[config.mk]
export PLATFORM = sky130hd
export DESIGN_NAME = regfile_write_arbiter
export DESIGN_NICKNAME = d
export VERILOG_FILES = /design/src/rtl/regfile_write_arbiter.sv
export SDC_FILE = /design/constraint.sdc
export NUM_CORES = 1
export LEC_CHECK = 0
export CELL_PAD_IN_SITES_DETAIL_PLACEMENT = 2
export CELL_PAD_IN_SITES_GLOBAL_PLACEMENT = 2
export CORE_ASPECT_RATIO = 1.1
export CORE_UTILIZATION = 24
export CTS_CLUSTER_SIZE = 24
export DETAILED_ROUTE_END_ITERATION = 12
export PLACE_DENSITY_LB_ADDON = 0.3
export SETUP_SLACK_MARGIN = 0.02
export SYNTH_ARGS = -nofsm -noshare
export SYNTH_HDL_FRONTEND = slang
export SYNTH_SLANG_ARGS = --single-unit
export TNS_END_PERCENT = 50
[constraint.sdc]
create_clock -name CLK -period 2.3 [get_ports CLK]
set_input_delay 0.575 -clock CLK [delete_from_list [all_inputs] [get_ports CLK]]
set_output_delay 0.575 -clock CLK [all_outputs]
set_load 0.1 [all_outputs]
[src/rtl/regfile_write_arbiter.sv]
// Round-robin arbiter sharing one register-file write port among NREQ writeback sources.
// Writes to PC_ADDR are diverted to a dedicated PC write port.
module regfile_write_arbiter #(
  parameter int NREQ    = 3,
  parameter int AW      = 4,
  parameter int DW      = 32,
  parameter int PC_ADDR = 15
) (
  input  logic                      CLK,
  input  logic                      RST_N,
  input  logic [NREQ-1:0]           REQ_VALID,
  input  logic [NREQ*AW-1:0]        REQ_ADDR,
  input  logic [NREQ*DW-1:0]        REQ_DATA,
  output logic [NREQ-1:0]           REQ_READY,
  input  logic                      HOLD,
  output logic                      WE3,
  output logic [AW-1:0]             A3,
  output logic [DW-1:0]             WD3,
  output logic                      PC_WE,
  output logic [DW-1:0]             PC_WD,
  output logic [$clog2(NREQ)-1:0]   PTR
);

  localparam int PW = $clog2(NREQ);

  logic            found_hi, found_lo;
  logic [PW-1:0]   idx_hi, idx_lo;
  logic [PW-1:0]   gnt_p0;
  logic [PW-1:0]   ptr_nxt_p0;
  logic            vld_p0;
  logic [NREQ-1:0] ready_p0;
  logic [AW-1:0]   sel_addr_p0;
  logic [DW-1:0]   sel_data_p0;
  logic            is_pc_p0;

  // Stage p0: combinational grant. The first valid index at or above PTR wins;
  // failing that, the lowest valid index below PTR (the wrap-around).
  always_comb begin
    found_hi    = 1'b0;
    found_lo    = 1'b0;
    idx_hi      = '0;
    idx_lo      = '0;
    ready_p0    = '0;
    sel_addr_p0 = '0;
    sel_data_p0 = '0;
    for (int i = 0; i < NREQ; i++) begin
      if (REQ_VALID[i] && !found_lo) begin
        found_lo = 1'b1;
        idx_lo   = PW'(i);
      end
      if (REQ_VALID[i] && !found_hi && (PW'(i) >= PTR)) begin
        found_hi = 1'b1;
        idx_hi   = PW'(i);
      end
    end
    gnt_p0     = found_hi ? idx_hi : idx_lo;
    vld_p0     = found_lo && !HOLD && RST_N;
    ptr_nxt_p0 = (gnt_p0 == PW'(NREQ-1)) ? '0 : gnt_p0 + 1'b1;
    for (int i = 0; i < NREQ; i++) begin
      ready_p0[i] = vld_p0 && (PW'(i) == gnt_p0);
      if (ready_p0[i]) begin
        sel_addr_p0 = REQ_ADDR[i*AW +: AW];
        sel_data_p0 = REQ_DATA[i*DW +: DW];
      end
    end
    is_pc_p0 = (sel_addr_p0 == AW'(PC_ADDR));
  end

  assign REQ_READY = ready_p0;

  // Stage p1: registered write port, PC port and priority pointer
  always_ff @(posedge CLK or negedge RST_N) begin
    if (!RST_N) begin
      WE3   <= 1'b0;
      A3    <= '0;
      WD3   <= '0;
      PC_WE <= 1'b0;
      PC_WD <= '0;
      PTR   <= '0;
    end else begin
      WE3   <= vld_p0 && !is_pc_p0;
      PC_WE <= vld_p0 && is_pc_p0;
      if (vld_p0) begin
        PTR <= ptr_nxt_p0;
        if (is_pc_p0) begin
          PC_WD <= sel_data_p0;
        end else begin
          A3  <= sel_addr_p0;
          WD3 <= sel_data_p0;
        end
      end
    end
  end

endmodule

Word level (Yosys, flattened, before mapping) --
Index checks and enable logic that the tools add are counted.
Storage, ports and cells: flip-flop bits (word level) 72, bits of input ports 114, logic and storage cells 56
Cells by class: add/sub/neg operators 1, $lt $le $gt $ge 3, equality and inequality tests 4, muxes and demuxes 18, bitwise gates (word level) 1, reduce and logical (&&, ||, !) cells 23
Operators with widths (count):
- 2-to-1 mux 32 bit | 3
- logical AND 1 bit | 14
- 2-to-1 mux 4 bit | 3
- 2-to-1 mux 1 bit | 8
- 2-to-1 mux 2 bit | 4
- zero test 1 bit | 6
- == test 4 bit, second input constant | 1
- >= comparator 1 x 2 -> 1 bit, first input constant | 2
- AND reduction 2 bit | 2
- adder 2 x 1 -> 2 bit, second input constant | 1
- == test 1 x 2 -> 1 bit, first input constant | 1
- == test 2 bit, first input constant | 1
- == test 2 bit, second input constant | 1
- >= comparator 2 bit, first input constant | 1
- zero test 2 bit | 1
- NOT 1 bit | 1

Longest topological paths before layout --
Gate-level depths: netlist (run 1).
word-level depth 20, depth in mapped cells 8, mapped depth without buffers 5

Least setup slack after synthesis (run 1) --
OpenSTA, ideal clock, no wires.
kind reg2out, start register PTR[0], end output REQ_READY[0], arrival 3.066 ns, data required time 1.725 ns, slack -1.341 ns, stages on the path, launching flop included 6, buffers on the path 2, cells stage by stage dfrtp_1 nor3b_2 o31a_1 buf_2 buf_1 nor2_1
On the way: word-level cells in the longest chain between the ends 14
RTL lines:
- start, declared | line 21 | output logic [$clog2(NREQ)-1:0] PTR
- start signal, assigned | line 84 | PTR <= ptr_nxt_p0;
- >= comparator 1 x 2 -> 1 bit | line 51 | if (REQ_VALID[i] && !found_hi && (PW'(i) >= PTR)) begin
- logical AND 1 bit | line 51
- 2-to-1 mux 1 bit | line 51
- zero test 1 bit | line 51
- logical AND 1 bit (2 in a row) | line 51
- 2-to-1 mux 1 bit | line 51
- zero test 1 bit | line 51
- logical AND 1 bit (2 in a row) | line 51
- 2-to-1 mux 2 bit / 2-to-1 mux 1 bit (equally long branches) | line 51
- 2-to-1 mux 2 bit (*) | line 56 | gnt_p0 = found_hi ? idx_hi : idx_lo;
- zero test 2 bit (*) | line 60 | ready_p0[i] = vld_p0 && (PW'(i) == gnt_p0);
- logical AND 1 bit (*) | line 60
- end, declared | line 14 | output logic [NREQ-1:0] REQ_READY,
Every way passes the cells marked *; elsewhere a longest branch is shown, timed or not.

Final worst setup path (run 1) --
start input REQ_VALID[0], end output REQ_READY[0]
On the way: word-level cells in the longest chain between the ends 13
RTL lines:
- start, declared | line 11 | input logic [NREQ-1:0] REQ_VALID,
- logical AND 1 bit | line 51
- 2-to-1 mux 1 bit | line 51
- zero test 1 bit | line 51
- logical AND 1 bit (2 in a row) | line 51
- 2-to-1 mux 1 bit | line 51
- zero test 1 bit | line 51
- logical AND 1 bit (2 in a row) | line 51
- 2-to-1 mux 2 bit / 2-to-1 mux 1 bit (equally long branches) | line 51
- 2-to-1 mux 2 bit | line 56
- zero test 2 bit | line 60
- logical AND 1 bit (*) | line 60
Marks and branches as above.

==> metrics.yaml, run 1 <==
outcome:
  status: "finished with violations"
  failed_checks: "negative setup slack"
critical_path:
  required_ps: 1730
  critPathCaptureType: "output pin"
  worst-endpoint-arrival_ps: 1760
  path_max_fanout: 3
  timing.setup.critical_path_class: "input pin to output pin"
  worst_setup_path_start_kind: "input pin"
layout:
  layout_commonest_cell: "sky130_fd_sc_hd__clkdlybuf4s50_1"
  design.final.nets: 669
  layout.cells.non_filler: 756
  layout-drive-gt1-share: 0.404
  diodes: 0
  final_cell_mix: "108 x sky130_fd_sc_hd__clkdlybuf4s50_1, 102 x sky130_fd_sc_hd__buf_4, 70 x sky130_fd_sc_hd__dfrtp_1, 70 x sky130_fd_sc_hd__a21oi_1, 57 x sky130_fd_sc_hd__mux2_4"
  sequential_cell_area_mm2: 0.00181
  multi_input_comb_area_mm2: 0.00196
  syn2layout_area_growth_pct: 72.4
  fillers: 1596
  finalInstanceArea_mm2: 0.00655
floorplan:
  design.core.area_mm2: 0.0152
  floorplan.die_area_mm2: 0.0163
  initial_core_utilization: 0.249
  die-height_um: 134
  die_wd_um: 122
  pin_count: 189
  num_rows: 47
cts:
  cts_buffer_depth: 2
  clkSinkCount: 72
  clkSlewWorstSetupHoldPaths_ps: 60
  cts_inserted_buffers: 9
  cts_tree: "yes"
  clk-insertion-delay-late_ps: 340
  htree_num_levels: 3
  hold_buf_count_cts: 0
  cts_root_buf: "sky130_fd_sc_hd__clkbuf_16"
logic_synthesis:
  mappedNetlistNets: 453
  yosys_register_bits: 72
  post_synth_instance_area_mm2: 0.00380
  synthDominantAreaCellType: "sky130_fd_sc_hd__dfrtp_1"
  synth_cell_type_count: 27
  synthesis.area_per_instance_um2: 11.2
  ys_warn_count: 0
  netlist_instances: 339
  ys_top_cells_by_area: "sky130_fd_sc_hd__dfrtp_1 47%, sky130_fd_sc_hd__mux2_4 23%, sky130_fd_sc_hd__a21oi_1 9.4%"
  synth_sequential_area_ratio: 0.474
  post-synth-top-area-fraction: 0.474
sta:
  min_period_over_period: 1.02
  final_worst_path_setup_slack_ps: -38.6
  totalNegativeSetupSlack_ps: -45.9
  finalSetupViolations: 2
  maxSlewHeadroom: 0.369
  final_max_slew_viol_count: 0
  post_route_skew_ps: 4.29
  finalHoldViolCount: 0
  rsz_0062_raised_after_global_routing: "yes"
  fin_worst_hold_slack_ps: 29.3
  max_slew.worst_pin.slew_ps: 946
  final.min_clock_period_ps: 2340
  max_clock_freq_mhz: 428
power_and_ir_drop:
  share_seq_of_total_power: 0.255
  leakagePower_nw: 3.03
  switching_power_mw: 3.14
  internal_power_mw: 3.42
  power.combinational.fraction: 0.524
  power_density_mw_per_mm2: 1000
  power.share.clock: 0.221
  max-vdd-ir-drop_mv: 0.517
  power.switching_fraction: 0.478
grt:
  grt_antenna_before_repair: 1
  first_global_vias: 4047
  globalRouteOverflowTotal: 0
  grt_use_total: 0.187
  grt_pass1_wl_mm: 22.5
  grt_start_max_net_pins: 72
route:
  drt_iter0_markers: 73
  postRouteWirelength_mm: 15.5
  route.detailed.vias_per_inst: 4.68
  remaining_drc_errors: 0
  vias: 3538
  drt_first_pass_iters: 4
  routed_wirelength_normalized_by_instance_count_um: 20.5
  drt.antenna.violating_nets: 0
placed_design:
  placedInstanceArea_mm2: 0.00591
  placedCellCount: 723
  numPortBuffers: 188
  gp_congestion: 0.754
  dp_hpwl_mm: 10.7
job:
  max_cap_viols: 0
worst_hold_path:
  min_path_type: "input pin to async pin"
## cell usage after synthesis
| cell type | n |
|---|---|
| sky130_fd_sc_hd__a2bb2oi_1 | 1 |
| sky130_fd_sc_hd__nand4_1 | 3 |
| sky130_fd_sc_hd__o31a_1 | 1 |
| sky130_fd_sc_hd__clkbuf_1 | 12 |
| sky130_fd_sc_hd__mux2_4 | 57 |
| sky130_fd_sc_hd__o21ai_0 | 33 |
| sky130_fd_sc_hd__o211ai_1 | 1 |
| sky130_fd_sc_hd__o311a_1 | 1 |
| sky130_fd_sc_hd__inv_1 | 3 |
| sky130_fd_sc_hd__o31ai_1 | 1 |
| sky130_fd_sc_hd__o21ai_1 | 2 |
| sky130_fd_sc_hd__o311ai_1 | 1 |
| sky130_fd_sc_hd__o311a_2 | 1 |
| sky130_fd_sc_hd__a31oi_1 | 1 |
| sky130_fd_sc_hd__nand2_1 | 40 |
| sky130_fd_sc_hd__nor2_1 | 7 |
| sky130_fd_sc_hd__a21o_1 | 2 |
| sky130_fd_sc_hd__buf_1 | 1 |
| sky130_fd_sc_hd__o32a_1 | 1 |
| sky130_fd_sc_hd__dfrtp_1 | 72 |
| sky130_fd_sc_hd__o211a_1 | 1 |
| sky130_fd_sc_hd__nor3b_2 | 1 |
| sky130_fd_sc_hd__a21oi_1 | 71 |
| sky130_fd_sc_hd__buf_6 | 8 |
| sky130_fd_sc_hd__buf_2 | 6 |
| sky130_fd_sc_hd__nor2b_1 | 1 |
| sky130_fd_sc_hd__mux2_2 | 10 |
## cell type report
| type | instances | share of cell area |
|---|---|---|
| repair buffers | 232 | 0.338 |
| multi-input cells | 237 | 0.299 |
| flip-flops and latches | 72 | 0.276 |
| clock buffers | 11 | 0.0386 |
| well taps | 196 | 0.0374 |
| clock inverters | 5 | 0.00841 |
| inverters | 3 | 0.00172 |
## registers in the layout, indices dropped and copies added (netlist names)
| name | flops |
|---|---|
| WD3 | 32 |
| PC_WE | 1 |
| A3 | 4 |
| PC_WD | 32 |
| WE3 | 1 |
| PTR | 2 |
## metrics by stage
stage / setup slack, ps / power, mW / util
floorplan: -119 / 4.08 / -
global placement: -365 / 4.95 / 0.388
detailed placement: -425 / 5.01 / 0.388
CTS: -15.2 / 6.55 / 0.417
global route: -113 / 6.80 / 0.430
finish: -38.6 / 6.56 / 0.430
## metal layers
metal	wire [um]	share of wire	track usage	vias to the layer above
li1	-	-	-	1639
met1	6090	0.39	0.204	1756
met2	8050	0.52	0.337	125
met3	1060	0.068	0.0489	18
met4	278	0.018	0.0754	0
met5	0	0	0	-
## power groups by stage
stage | clock (mW) | combinational (mW) | sequential (mW)
after global routing | 1.54 | 3.56 | 1.70
after global placement | 0 | 3.26 | 1.69
final | 1.45 | 3.43 | 1.67
after CTS | 1.49 | 3.38 | 1.68
after detailed placement | 0 | 3.32 | 1.69
after floorplan | 0 | 0.689 | 3.40
## worst paths after layout
path | to | cells past startpoint | from | slack (ps)
worst max-delay path | REQ_READY[0] | 8 | REQ_VALID[0] | -40
worst min-delay path | PTR[0]$_DFFE_PN0P_ | 1 | RST_N | 30
max in group asynchronous | PTR[1]$_DFFE_PN0P_ | 2 | RST_N | 1040
worst min register to register | WD3[9]$_DFFE_PN0P_ | 1 | WD3[9]$_DFFE_PN0P_ | 510
worst max register to register | WD3[5]$_DFFE_PN0P_ | 7 | PTR[1]$_DFFE_PN0P_ | 20
min in group CLK | WD3[9]$_DFFE_PN0P_ | 1 | WD3[9]$_DFFE_PN0P_ | 510
## worst max-delay path, stage by stage
cell and delay, ps:
sky130_fd_sc_hd__clkdlybuf4s15_2 230, sky130_fd_sc_hd__buf_4 160, sky130_fd_sc_hd__nand2_2 80, sky130_fd_sc_hd__o211ai_1 150, sky130_fd_sc_hd__nand2_2 110, sky130_fd_sc_hd__buf_6 140, sky130_fd_sc_hd__nor2_4 120, sky130_fd_sc_hd__buf_12 190
## cell families (layout without fill, tap and decap cells)
group                  Yosys count  in the layout  share of synthesized area
AND/OR/NAND/NOR                 52             52                     0.0563
flip-flops                      72             72                      0.474
multiplexers                    67             67                      0.255
buffers and inverters           30            251                     0.0474
AO/OA/AOI/OAI                  118            118                      0.167
## what timing repair did
| item | CTS | global route |
|---|---|---|
| endpoints found under the setup margin | 70 | 69 |
| gates cloned | 0 | 5 |
| pin swaps | 6 | 2 |
| gates resized for setup | 20 | 14 |
| buffers inserted | 13 | 1 |
(Power assumes the default switching activity.)
==> inputs of run 2 (changes only) <==
--- a/config.mk
+++ b/config.mk
@@ -5,10 +5,11 @@
 export SDC_FILE = /design/constraint.sdc
 export NUM_CORES = 1
 export LEC_CHECK = 0
+export ABC_AREA = 1
 export CELL_PAD_IN_SITES_DETAIL_PLACEMENT = 2
 export CELL_PAD_IN_SITES_GLOBAL_PLACEMENT = 2
 export CORE_ASPECT_RATIO = 1.1
-export CORE_UTILIZATION = 24
+export CORE_UTILIZATION = 20
 export CTS_CLUSTER_SIZE = 24
 export DETAILED_ROUTE_END_ITERATION = 12
 export PLACE_DENSITY_LB_ADDON = 0.3
==> run 2 against run 1 <==
  * The run now ends clean
  * Clock skew about the same
  * Sequential power down 15%
  * Via count up 18%
  * Count of clock-buffer cells in the layout unchanged
  * Critical path depth unchanged
  * Combinational power down 55%
  * First-iteration DRC count up 29%
  * Non-clock buffer count up 10
  * Fmax up 1.7%
  * Flip-flop and latch count unchanged
  * Power down 28%
  * Critical path type is now register to output pin
  * Largest cell class unchanged
==> metrics.yaml, run 2 <==
floorplan:
  pin_count: 189  # unchanged
  initial_core_utilization: 0.204  # -0.0455
  die_wd_um: 130  # +6.6%
  floorplan.die_area_mm2: 0.0186  # +14%
  num_rows: 51  # +8.5%
  die-height_um: 143  # +6.6%
  design.core.area_mm2: 0.0177  # +16%
sta:
  finalSetupViolations: 0  # -2
  final_worst_path_setup_slack_ps: 0.0694  # +38.6 ps
  final.min_clock_period_ps: 2300  # -38.6 ps
  max_slew.worst_pin.slew_ps: 975  # +28.7 ps
  final_max_slew_viol_count: 0  # unchanged
  finalHoldViolCount: 0  # unchanged
  post_route_skew_ps: 4.04  # -0.256 ps
  rsz_0062_raised_after_global_routing: "yes"
  max_clock_freq_mhz: 435  # +1.7%
  maxSlewHeadroom: 0.350  # -0.0191
  min_period_over_period: 1.00  # -0.0168
route:
  drt_first_pass_iters: 4  # unchanged
  route.detailed.vias_per_inst: 4.35  # -7.0%
  drt_iter0_markers: 94  # +29%
  routed_wirelength_normalized_by_instance_count_um: 17.5  # -15%
  vias: 4172  # +18%
  postRouteWirelength_mm: 16.8  # +8.3%
  drt.antenna.violating_nets: 0  # unchanged
  remaining_drc_errors: 0  # unchanged
layout:
  design.final.nets: 830  # +24%
  layout-drive-gt1-share: 0.265  # -0.139
  reg_top3: "PC_WD x32, WD3 x32, A3 x4"
  layout.cells.non_filler: 959  # +27%
  sequential_cell_area_mm2: 0.00181  # -0.14%
  multi_input_comb_area_mm2: 0.00171  # -13%
  final_cell_mix: "264 x sky130_fd_sc_hd__nand2_1, 108 x sky130_fd_sc_hd__clkdlybuf4s50_1, 105 x sky130_fd_sc_hd__buf_4"
  layout_commonest_cell: "sky130_fd_sc_hd__nand2_1"
  syn2layout_area_growth_pct: 83.4
  diodes: 0  # unchanged
  fillers: 2029  # +27%
worst_hold_path:
  min_path_type: "register to register"
  holdPathStages: 2
critical_path:
  worst-endpoint-arrival_ps: 1720  # -40 ps
  worst_setup_path_start_kind: "register"
  timing.setup.critical_path_class: "register to output pin"
  critPathCaptureType: "output pin"
  path_max_fanout: 4  # +1
  r2r.worst_path.cells: 16  # +9
  required_ps: 1730  # about the same
logic_synthesis:
  mappedNetlistNets: 603  # +33%
  synth_sequential_area_ratio: 0.500  # +0.0255
  synthDominantAreaCellType: "sky130_fd_sc_hd__dfrtp_1"
  netlist_instances: 489  # +44%
  ys_top_cells_by_area: "sky130_fd_sc_hd__dfrtp_1 50%, sky130_fd_sc_hd__nand2_1 28%, sky130_fd_sc_hd__nand3_1 11%"
  post-synth-top-area-fraction: 0.500  # +0.0255
  ys_warn_count: 0  # unchanged
  synth_cell_type_count: 21  # -22%
  synthesis.area_per_instance_um2: 7.37  # -34%
  synth_enable_flop_cells: 0  # unchanged
  post_synth_instance_area_mm2: 0.00360  # -5.1%
  postSynth.topFlopCell: "sky130_fd_sc_hd__dfrtp_1"
  yosys_register_bits: 72  # unchanged
  yosys-top-cells-count: "270 x sky130_fd_sc_hd__nand2_1, 81 x sky130_fd_sc_hd__nand3_1, 72 x sky130_fd_sc_hd__dfrtp_1"
  synth.most_common_cell: "sky130_fd_sc_hd__nand2_1"
  async_flop_share: 1.00  # unchanged
cts:
  clk-insertion-delay-late_ps: 330  # about the same
  cts_inserted_buffers: 9  # unchanged
  clkSinkCount: 72  # unchanged
  cts_root_buf: "sky130_fd_sc_hd__clkbuf_16"
  cts_buffer_depth: 2  # unchanged
  htree_num_levels: 3  # unchanged
  cts_tree: "yes"
  clkSlewWorstSetupHoldPaths_ps: 60  # about the same
grt:
  grt_pass1_wl_mm: 24.1  # +6.9%
  grt_use_total: 0.171  # -0.0156
  first_global_vias: 4582  # +13%
  globalRouteOverflowTotal: 0  # unchanged
  grt_antenna_before_repair: 2  # +1
  grt_start_max_net_pins: 73  # +1.4%
placed_design:
  placedCellCount: 919  # +27%
  dp_hpwl_mm: 12.2  # +14%
  dp_slack_ps: -585  # -159 ps
  gp_congestion: 0.732  # -2.8%
  numPortBuffers: 188  # unchanged
power_and_ir_drop:
  max-vdd-ir-drop_mv: 0.356  # -31%
  power_density_mw_per_mm2: 715  # -29%
  leakagePower_nw: 3.43  # +13%
job:
  max_cap_viols: 0  # unchanged
outcome:
  status: "finished, final reports clean"
==> run 2: worst paths after layout <==
| kind | startpoint | end | slack (ps) |
|---|---|---|---|
| worst max-delay path | PTR[1]$_DFFE_PN0P_ | REQ_READY[0] | 0.07 |
| worst min-delay path | WD3[5]$_DFFE_PN0P_ | WD3[5]$_DFFE_PN0P_ | 480 |
| worst max register to register | PTR[1]$_DFFE_PN0P_ | WD3[1]$_DFFE_PN0P_ | 30 |
| worst min register to register | WD3[5]$_DFFE_PN0P_ | WD3[5]$_DFFE_PN0P_ | 480 |
| max in group asynchronous | RST_N | PTR[1]$_DFFE_PN0P_ | 1000 |
| min in group asynchronous | RST_N | PC_WD[4]$_DFFE_PN0P_ | 550 |
==> run 2: repair_timing <==
| action | in CTS | in global routing |
|---|---|---|
| pin swaps | 8 | 9 |
| hold buffers | 0 | 0 |
| buffers inserted | 13 | 5 |
| endpoints found under the setup margin | 73 | 72 |
| resized for setup | 34 | 19 |
| cloned | 0 | 6 |
==> run 2: through the flow <==
stage / hold WS [ps] / power (mW) / cell area, um2 / TNS (ps) / util
2_1_floorplan: 279 / 2.35 / 3620 / 0 / -
3_3_place_gp: 458 / 2.88 / 5810 / -34100 / 0.329
3_5_place_dp: 468 / 2.91 / 5810 / -40330 / 0.329
4_1_cts: 483 / 4.73 / 6380 / -51.8 / 0.361
5_1_grt: 510 / 4.90 / 6610 / -3420 / 0.374
6_report: 476 / 4.73 / 6610 / 0 / 0.374
==> run 2: per-layer routing <==
| metal | GRT usage | routed length, um | up-vias | share of wire |
|---|---|---|---|---|
| met5 | 0 | 0 | - | 0 |
| met4 | 0.0330 | 142 | 0 | 0.0085 |
| met3 | 0.0532 | 1150 | 8 | 0.069 |
| met2 | 0.316 | 8660 | 131 | 0.52 |
| met1 | 0.191 | 6800 | 2051 | 0.41 |
| li1 | - | - | 1982 | - |
==> run 2: cells by family after synthesis <==
| group | count (synthesis) | share of synthesized area |
|---|---|---|
| DFF | 72 | 0.500 |
| and+or+nand+nor | 370 | 0.432 |
| AOI/OAI and AO/OA | 5 | 0.0104 |
| buffers and inverters | 42 | 0.0576 |
==> run 2: report_power, final <==
part / switching [mW] / total (mW) / internal [mW] / leakage [nW]
sequential: 0.0655 / 1.42 / 1.36 / 0.984
clock: 0.550 / 1.75 / 1.20 / 0.176
combinational: 1.07 / 1.55 / 0.485 / 2.27
==> run 2: layout make-up <==
| class | count | area share |
|---|---|---|
| Clock buffer | 11 | 0.0367 |
| Clock inverter | 5 | 0.0193 |
| Inverter | 16 | 0.0102 |
| Multi-Input combinational cell | 375 | 0.258 |
| Sequential cell | 72 | 0.273 |
| Tap cell | 238 | 0.0450 |
| Timing Repair Buffer | 242 | 0.357 |
==> run 2: critical path, stage by stage (launching register included) <==
cell and delay [ps]:
sky130_fd_sc_hd__dfrtp_4 460, sky130_fd_sc_hd__inv_6 60, sky130_fd_sc_hd__a21oi_4 170, sky130_fd_sc_hd__nand3_2 110, sky130_fd_sc_hd__nand2_2 90, sky130_fd_sc_hd__nand2_4 70
sky130_fd_sc_hd__nor2_4 130, sky130_fd_sc_hd__buf_6 140, sky130_fd_sc_hd__buf_12 170
==> inputs of run 3 (changes only) <==
--- a/config.mk
+++ b/config.mk
@@ -8,7 +8,6 @@
 export ABC_AREA = 1
 export CELL_PAD_IN_SITES_DETAIL_PLACEMENT = 2
 export CELL_PAD_IN_SITES_GLOBAL_PLACEMENT = 2
-export CORE_ASPECT_RATIO = 1.1
 export CORE_UTILIZATION = 20
 export CTS_CLUSTER_SIZE = 24
 export DETAILED_ROUTE_END_ITERATION = 12
==> run 3 against run 2 <==
  * First-iteration DRC count down 16%
  * Flip-flop and latch count unchanged
  * Clock skew down 0.96 ps
  * Non-clock buffer count down 9
  * Combinational power down 3%
  * Register-to-register slack better by 100 ps
  * Via count down 2.2%
  * Global-route usage up 0.94 points
  * Die area about the same
  * Count of clock-buffer cells in the layout up 1
  * Final area down 5.1%
  * Largest cell class unchanged
  * Wire length down 4.0%
==> metrics.yaml, run 3 (synthesis gave the netlist of run 2 again) <==
outcome:
  status: "finished, final reports clean"
layout:
  layout_commonest_cell: "sky130_fd_sc_hd__nand2_1"
  reg_top3: "PC_WD x32, WD3 x32, A3 x4"
  layout.cells.non_filler: 937  # -2.3%
  final_cell_mix: "264 x sky130_fd_sc_hd__nand2_1, 108 x sky130_fd_sc_hd__clkdlybuf4s50_1, 105 x sky130_fd_sc_hd__buf_4"
  design.final.nets: 821  # -1.1%
  diodes: 0  # unchanged
  layout-drive-gt1-share: 0.249  # -0.0163
  syn2layout_area_growth_pct: 74.2
job:
  max_cap_viols: 0  # unchanged
critical_path:
  critPathCaptureType: "output pin"
  worst_setup_path_start_kind: "register"
  required_ps: 1730  # about the same
  path_max_fanout: 5  # +1
  worst-endpoint-arrival_ps: 1700  # -20 ps
  timing.setup.critical_path_class: "register to output pin"
cts:
  clk-insertion-delay-late_ps: 340  # about the same
  hold_buf_count_cts: 0  # unchanged
  cts_tree: "yes"
  htree_num_levels: 3  # unchanged
  clkSlewWorstSetupHoldPaths_ps: 60  # about the same
  cts_inserted_buffers: 9  # unchanged
  cts_buffer_depth: 2  # unchanged
  cts_root_buf: "sky130_fd_sc_hd__clkbuf_16"
  clkSinkCount: 72  # unchanged
placed_design:
  numPortBuffers: 188  # unchanged
  placedCellCount: 909  # -1.1%
  dp_hpwl_mm: 12.3  # +0.37%
  gp_congestion: 0.758  # +3.5%
route:
  routed_wirelength_normalized_by_instance_count_um: 17.2  # -1.8%
  drt.antenna.violating_nets: 0  # unchanged
  drt_iter0_markers: 79  # -16%
  drt_first_pass_iters: 3  # -1
  postRouteWirelength_mm: 16.1  # -4.0%
  route.detailed.vias_per_inst: 4.35  # about the same
  vias: 4080  # -2.2%
  remaining_drc_errors: 0  # unchanged
sta:
  fin_worst_hold_slack_ps: 349  # -127 ps
  min_period_over_period: 0.991  # -0.00905
  maxSlewHeadroom: 0.650  # +0.300
  finalSetupViolations: 0  # unchanged
  max_clock_freq_mhz: 439  # +0.91%
  post_route_skew_ps: 3.07  # -0.962 ps
  finalHoldViolCount: 0  # unchanged
  final_max_slew_viol_count: 0  # unchanged
  rsz_0062_raised_after_global_routing: "yes"
  final.min_clock_period_ps: 2280  # -20.8 ps
  max_slew.worst_pin.slew_ps: 525  # -450 ps
floorplan:
  design.core.area_mm2: 0.0175  # -1.1%
  initial_core_utilization: 0.206  # +0.00232
  pin_count: 189  # unchanged
  num_rows: 48  # -5.9%
  die_wd_um: 136  # +4.8%
  die-height_um: 136  # -4.6%
  floorplan.die_area_mm2: 0.0186  # about the same
grt:
  global_route.usage.met2: 0.343  # +0.0274
  globalRouteOverflowTotal: 0  # unchanged
  grt.met3_usage: 0.0541  # +0.000861
  grt_antenna_before_repair: 0  # -2
  grt_use_total: 0.180  # +0.00935
  grt_start_max_net_pins: 38  # -48%
  first_global_vias: 4781  # +4.3%
  groute.layer.met1.usage: 0.187  # -0.00432
  grt_pass1_wl_mm: 25.0  # +4.0%
  top_usage_layer: "met2"
power_and_ir_drop:
  power_density_mw_per_mm2: 687  # -4.0%
  max-vdd-ir-drop_mv: 0.320  # -10%
  leakagePower_nw: 3.29  # -4.2%
worst_hold_path:
  min_path_type: "input pin to async pin"
==> run 3: through the flow <==
stage           util  setup TNS [ps]  power (mW)  instance area, um2  setup slack [ps]
6_report       0.359               0        4.31                6280              20.9
2_1_floorplan      -               0        2.35                3620              40.0
3_5_place_dp   0.331          -45030        2.91                5780              -661
4_1_cts        0.354               0        4.36                6190              13.3
3_3_place_gp   0.331          -40620        2.88                5780              -591
5_1_grt        0.359            -148        4.50                6280             -47.3
==> run 3: timing repair <==
item                                    in CTS  in global routing
endpoints found under the hold margin        0                  0
setup buffers                                8                  4
gates resized for setup                     30                 13
pin swaps                                    6                  5
cloned                                       0                  0
endpoints found under the setup margin      73                 71
==> run 3: per-layer routing <==
metal	vias to the layer above	share of wire
met5	-	0
met1	1988	0.38
met2	121	0.53
met4	0	0.010
li1	1961	-
met3	10	0.077
==> run 3: final cells by class <==
cell class / count / area, um2
Timing Repair Buffer: 233 / 2150
Fill cell: 2011 / 11200
Tap cell: 225 / 282
Inverter: 16 / 65.1
Clock buffer: 12 / 236
Multi-Input combinational cell: 375 / 1690
Sequential cell: 72 / 1810
Clock inverter: 4 / 45.0
==> run 3: final timing paths <==
kind	from	end	slack [ps]	cells after the start
setup / recovery	PTR[1]$_DFFE_PN0P_	REQ_READY[0]	20	8
setup reg to reg	PTR[1]$_DFFE_PN0P_	PC_WD[25]$_DFFE_PN0P_	130	16
hold reg to reg	WD3[0]$_DFFE_PN0P_	WD3[0]$_DFFE_PN0P_	470	2
min in group CLK	WD3[0]$_DFFE_PN0P_	WD3[0]$_DFFE_PN0P_	470	2
max in group asynchronous	RST_N	PC_WD[11]$_DFFE_PN0P_	1010	3
hold / removal	RST_N	A3[0]$_DFFE_PN0P_	350	2
==> run 3: critical path, stage by stage (launching register included) <==
cell                      delay [ps]
sky130_fd_sc_hd__dfrtp_4         510
sky130_fd_sc_hd__inv_6            90
sky130_fd_sc_hd__a21oi_4          60
sky130_fd_sc_hd__buf_6           120
sky130_fd_sc_hd__nand3_4          80
sky130_fd_sc_hd__nand2_4          80
sky130_fd_sc_hd__nor2_4          140
sky130_fd_sc_hd__buf_6           120
sky130_fd_sc_hd__buf_12          160
==> run 3: power breakdown <==
| group | total [mW] | switching [mW] | internal [mW] |
|---|---|---|---|
| clock network | 1.38 | 0.541 | 0.836 |
| registers | 1.42 | 0.0631 | 1.36 |
| logic | 1.51 | 1.06 | 0.453 |
